### config.mk
export PLATFORM = sky130hd
export DESIGN_NAME = myproject_hls_deadlock_report_unit
export DESIGN_NICKNAME = d
export VERILOG_FILES = /design/src/rtl/myproject_hls_deadlock_report_unit.sv
export SDC_FILE = /design/constraint.sdc
export NUM_CORES = 1
export LEC_CHECK = 0
export ABC_CLOCK_PERIOD_IN_PS = 4410
export BUFFER_PORTS_ARGS = -buffer_cell sky130_fd_sc_hd__buf_2
export CAP_MARGIN = 25
export CORE_MARGIN = 4
export CORE_UTILIZATION = 50
export CTS_CLUSTER_SIZE = 12
export DETAILED_ROUTE_END_ITERATION = 7
export GPL_TIMING_DRIVEN = 0
export PLACE_DENSITY = 0.68
export SLEW_MARGIN = 20
export SYNTH_ARGS = -nofsm -noshare
export SYNTH_HDL_FRONTEND = slang
export SYNTH_SLANG_ARGS = --single-unit
### constraint.sdc
create_clock -name clock -period 4.41 [get_ports clock]
set_clock_uncertainty 0.1 [all_clocks]
set_input_delay 0.2205 -clock clock [delete_from_list [all_inputs] [get_ports clock]]
set_output_delay 0.2205 -clock clock [all_outputs]
set_load 0.03 [all_outputs]
### src/rtl/myproject_hls_deadlock_report_unit.sv
`default_nettype none
// ============================================================================
// Module   : myproject_hls_deadlock_report_unit
// Brief    : Debounces deadlock-monitor block signals, latches one timestamped
//            report, offers it over valid/ready and keeps a sticky flag.
// Revision : 1.0 - initial release
// ============================================================================
module myproject_hls_deadlock_report_unit #(
  parameter int NUM_MONITORS = 1,
  parameter int THRESHOLD    = 64,
  parameter int CNT_W        = 32
) (
  input  logic                    clock,
  input  logic                    reset,
  input  logic [NUM_MONITORS-1:0] block_in,
  input  logic                    clear,
  output logic                    report_valid,
  input  logic                    report_ready,
  output logic [NUM_MONITORS-1:0] report_src,
  output logic [CNT_W-1:0]        report_time,
  output logic                    deadlock_detected,
  output logic                    busy_watch
);

  localparam logic [15:0]      c_THRESHOLD = 16'(THRESHOLD);
  localparam logic [CNT_W-1:0] c_CYC_ONE   = CNT_W'(1);

  typedef enum logic [1:0] {
    ST_IDLE    = 2'd0,
    ST_WATCH   = 2'd1,
    ST_REPORT  = 2'd2,
    ST_LATCHED = 2'd3
  } state_t;

  state_t                  r_state;
  logic [CNT_W-1:0]        r_cyc_cnt;
  logic [CNT_W-1:0]        r_run_start;
  logic [15:0]             r_run_cnt;
  logic [NUM_MONITORS-1:0] r_src_acc;

  logic        w_any_blk;
  logic [15:0] w_run_next;

  assign w_any_blk  = |block_in;
  assign w_run_next = r_run_cnt + 16'd1;

  always_ff @(posedge clock or posedge reset) begin
    if (reset) begin
      r_state           <= ST_IDLE;
      r_cyc_cnt         <= '0;
      r_run_start       <= '0;
      r_run_cnt         <= '0;
      r_src_acc         <= '0;
      report_valid      <= 1'b0;
      report_src        <= '0;
      report_time       <= '0;
      deadlock_detected <= 1'b0;
      busy_watch        <= 1'b0;
    end else begin
      r_cyc_cnt <= r_cyc_cnt + c_CYC_ONE;
      if (clear) begin
        r_state           <= ST_IDLE;
        r_run_cnt         <= '0;
        r_src_acc         <= '0;
        report_valid      <= 1'b0;
        report_src        <= '0;
        report_time       <= '0;
        deadlock_detected <= 1'b0;
        busy_watch        <= 1'b0;
      end else begin
        case (r_state)
          ST_IDLE: begin
            if (w_any_blk) begin
              r_state     <= ST_WATCH;
              r_run_cnt   <= 16'd1;
              r_src_acc   <= block_in;
              // The report timestamp marks the first sample of the run.
              r_run_start <= r_cyc_cnt;
              busy_watch  <= 1'b1;
            end
          end
          ST_WATCH: begin
            if (!w_any_blk) begin
              r_state    <= ST_IDLE;
              r_run_cnt  <= '0;
              r_src_acc  <= '0;
              busy_watch <= 1'b0;
            end else if (w_run_next == c_THRESHOLD) begin
              r_state           <= ST_REPORT;
              r_run_cnt         <= w_run_next;
              r_src_acc         <= r_src_acc | block_in;
              report_src        <= r_src_acc | block_in;
              report_time       <= r_run_start;
              report_valid      <= 1'b1;
              deadlock_detected <= 1'b1;
              busy_watch        <= 1'b0;
            end else begin
              r_run_cnt <= w_run_next;
              r_src_acc <= r_src_acc | block_in;
            end
          end
          ST_REPORT: begin
            if (report_ready) begin
              r_state      <= ST_LATCHED;
              report_valid <= 1'b0;
            end
          end
          default: begin
            // Latched: nothing changes until clear or reset.
            r_state <= ST_LATCHED;
          end
        endcase
      end
    end
  end

endmodule
`default_nettype wire

==> impl_metrics.env <==
export IMPL_nNetsFinal=569
export IMPL_power_switching_share_pct=20.58
export IMPL_via_count_of_the_first_global_routing_pass=4261
export IMPL_synth_seq_cells=118
export IMPL_dr_first_iter_drc_count=325
export IMPL_power_combinational_fraction_pct=3.2
export IMPL_core_area_mm2=0.01042
export IMPL_cts_root_to_sink_buffers=2
export IMPL_synthMostInstantiatedCell="sky130_fd_sc_hd__dfrtp_1"
export IMPL_slew_headroom_pct=51.25
export IMPL_largest_net_degree_at_the_start_of_global_routing=84
export IMPL_synth_edf_count=0
export IMPL_worstPathCellList="ha_1, nand4_1, nor4_2, mux2i_1, and4_1, buf_2, buf_2, nand4_1, a21oi_1"
export IMPL_share_of_final_layout_standard_cells_stronger_than_drive_strength_1_pct=20.24
export IMPL_reg2reg_from="r_run_cnt[0]$_DFFE_PP0P_"
export IMPL_remaining_drc_errors=0
export IMPL_reg2reg_slack_ns=1.42
export IMPL_final_period_utilization_pct=67.72
export IMPL_synth_area_mm2=0.005381
export IMPL_power_share_clock_pct=55.0
export IMPL_worst_setup_path_type="flop to flop"
export IMPL_hold_class="input port to flop"
export IMPL_grt_setup_unrepaired="no"
export IMPL_tritoncts_num_sinks=118
export IMPL_worst_endpoint_required_ns=4.75
export IMPL_routed_via_count=4114
export IMPL_finalNonFillerCells=709
export IMPL_worstMarginPinSlew_ns=0.7256
export IMPL_layout_area_overhead_vs_synth_pct=19.32
export IMPL_clock_buffers_created_by_tritoncts=17
export IMPL_grt_first_pass_wirelength_um=21340
export IMPL_r2r_end="report_time[12]$_DFFE_PP0P_"
export IMPL_die_y_um=111.7
export IMPL_yosys_most_used_dff="sky130_fd_sc_hd__dfrtp_1"
export IMPL_post_synth_num_cell_types=52
export IMPL_final_gp_congestion=0.8470
export IMPL_total_switching_power_mw=0.5417
export IMPL_worst_hold_startpoint="report_ready"
export IMPL_critical_path_startpoint_type="flop"
export IMPL_tritoncts="done"
export IMPL_ant_nets=0
export IMPL_slowest_delay_ns=0.50
export IMPL_cp_arrival_ns=3.33
export IMPL_total_half_perimeter_wirelength_after_legalization_and_detailed_placement_um=8072
export IMPL_hold_ws_ns=0.03255
export IMPL_endpoint_kind_of_the_worst_setup_timing_path="flop"
export IMPL_htree_levels=4
export IMPL_dp_cells=676
export IMPL_hold_path_endpoint="report_valid$_DFFE_PP0P_"
export IMPL_setup_viol_count_final=0
export IMPL_critical_path_slowest_cell="sky130_fd_sc_hd__dfrtp_1"
export IMPL_synth_cells=500
export IMPL_yosys_area_top_type="sky130_fd_sc_hd__dfrtp_1"
export IMPL_ir_worst_vdd_mv=0.2868
export IMPL_synth_net_count=508
export IMPL_floorplan_io_pins=41
export IMPL_grtUsageTotal_pct=21.52
export IMPL_initial_cell_density_of_the_core_pct=51.66
export IMPL_clkLatencyLatePin_ns=0.52
export IMPL_clk_transition_reported_paths_ns=0.06
export IMPL_timing_final_crit_period_ns=2.987
export IMPL_clock_root_buffer="sky130_fd_sc_hd__clkbuf_8"
export IMPL_n_antenna_cell=0
export IMPL_grt_remaining_overflow=0
export IMPL_num_rows=37
export IMPL_final_hold_viols=0
export IMPL_yosys_warnings=0
export IMPL_synth_largest_type_area_fraction_pct=54.87
export IMPL_detail_route_wirelength_um=12610
export IMPL_static_leakage_nw=2.983
export IMPL_routed_wire_length_per_instance_um=17.78
export IMPL_maxSlewViolCount=0
export IMPL_maxCapViolCount=0
export IMPL_syn_avg_cell_area_um2=10.76
export IMPL_drt_pre_antenna_iters=4
export IMPL_postSynth_asyncResetShare_pct=100.0
export IMPL_synthTopCellsByCount="sky130_fd_sc_hd__dfrtp_1 (118), sky130_fd_sc_hd__nand4_1 (43), sky130_fd_sc_hd__a21oi_1 (38)"
export IMPL_power_density_cell_area_mw_per_mm2=409.9
export IMPL_power_sequential_fraction_pct=41.8
export IMPL_max_fclk_mhz=334.8
export IMPL_run_status="completed"
export IMPL_post_drt_via_cell_ratio=5.803
export IMPL_synthTopCellsByArea="sky130_fd_sc_hd__dfrtp_1 (55%), sky130_fd_sc_hd__nand4_1 (5.0%), sky130_fd_sc_hd__xnor2_1 (3.9%)"
export IMPL_cell_internal_power_mw=2.090
export IMPL_die_area_mm2=0.01249
export IMPL_port_buffers=39
export IMPL_cp_max_fo=10
export IMPL_die_w_um=111.7
export IMPL_share_of_the_yosys_chip_area_belonging_to_registers_pct=54.87
export IMPL_reg2reg_depth=9
export IMPL_antenna_found_initial=0
export IMPL_min_path_cells=5
==> through the flow <==
| stage | utilization (%) | setup WS, ns | setup TNS, ns | area, um^2 | total power [mW] |
|---|---|---|---|---|---|
| 6_report | 61.65 | 1.423 | 0 | 6421 | 2.632 |
| 5_1_grt | 61.65 | 1.264 | 0 | 6421 | 2.712 |
| 4_1_cts | 61.65 | 1.418 | 0 | 6421 | 2.652 |
| 3_5_place_dp | 55.48 | 1.453 | 0 | 5779 | 1.202 |
| 3_3_place_gp | 55.17 | -0.2594 | -29.80 | 5747 | 1.196 |
| 2_1_floorplan | - | 0.9604 | 0 | 5381 | 1.174 |
==> how the worst max path moves through the flow <==
stage / from / end
after floorplan: reset / busy_watch$_DFFE_PP0P_
after global placement: reset / report_time[15]$_DFFE_PP0P_
after detailed placement: r_run_cnt[0]$_DFFE_PP0P_ / report_time[12]$_DFFE_PP0P_
after CTS: r_run_cnt[0]$_DFFE_PP0P_ / report_time[12]$_DFFE_PP0P_
after global routing: r_run_cnt[0]$_DFFE_PP0P_ / report_time[12]$_DFFE_PP0P_
final: r_run_cnt[0]$_DFFE_PP0P_ / report_time[12]$_DFFE_PP0P_
==> flip-flops by register name, indices dropped and copies added, names as in the netlist <==
name,count
r_state,2
r_cyc_cnt,32
deadlock_detected,1
r_run_start,32
r_run_cnt,16
report_src,1
busy_watch,1
report_valid,1
report_time,32
==> cells by family after synthesis <==
logic type	Yosys count	share of synthesized area, %
and+or+nand+nor	157	16.53
DFF	118	54.87
AOI/OAI and AO/OA	112	11.58
buffers and inverters	42	3.743
xor gates and xnor gates	35	5.696
muxes	33	6.882
adders and majority gates	3	0.6976
==> power groups by stage <==
| stage | combinational [mW] | clock (mW) | sequential, mW |
|---|---|---|---|
| 3_5_place_dp | 0.0832 | 0 | 1.12 |
| 3_3_place_gp | 0.0771 | 0 | 1.12 |
| 5_1_grt | 0.0941 | 1.52 | 1.10 |
| 4_1_cts | 0.0857 | 1.47 | 1.10 |
| 6_report | 0.0833 | 1.45 | 1.10 |
| 2_1_floorplan | 0.0555 | 0 | 1.12 |
==> layout by cell type, fill, tap and decap left out, drive strengths merged, types with 4 or more instances in the layout <==
master,netlist,final
dfrtp,118,118
and4,5,5
bufinv,0,4
nand2,23,23
clkbuf,15,38
xor2,11,11
o21ai,53,53
nor2,29,29
inv,8,8
a21oi,38,38
and3,8,8
nand3,21,21
nor3,8,8
nor4,4,4
xnor2,24,24
buf,19,59
and2,4,4
mux2,32,32
nand4,45,45
o31ai,4,4
==> worst max-delay path, delay by kind of cell, from the launching register on <==
family                   cells  cell delay, ns
buffers and inverters        2            0.49
adder cells (fa/ha/maj)      1            0.34
AO/OA/AOI/OAI                1            0.20
flip-flops                   1            0.50
AND/OR/NAND/NOR              4            1.01
multiplexers                 1            0.27
==> cell type report <==
| cell class | count | area [um^2] |
|---|---|---|
| Multi-Input combinational cell | 340 | 2227 |
| Clock buffer | 23 | 476.7 |
| Buffer | 34 | 171.4 |
| Fill cell | 837 | 3995 |
| Sequential cell | 118 | 2953 |
| Inverter | 8 | 35.03 |
| Tap cell | 136 | 170.2 |
| Clock inverter | 8 | 145.1 |
| Timing Repair Buffer | 42 | 242.7 |
==> routing by layer <==
layer | up-vias | GRT usage (%) | part of all wire (%)
met5 | - | 0 | 0
met3 | 9 | 5.870 | 3.9
met4 | 0 | 7.867 | 0.77
li1 | 1942 | - | -
met2 | 92 | 34.37 | 50
met1 | 2071 | 28.26 | 45
==> repair_timing <==
item                      4_1_cts  5_1_grt
hold endpoints to repair       42        0
hold buffers                    2        0
setup buffers                   0        0
resized for setup               0        0
(Power assumes the default switching activity.)
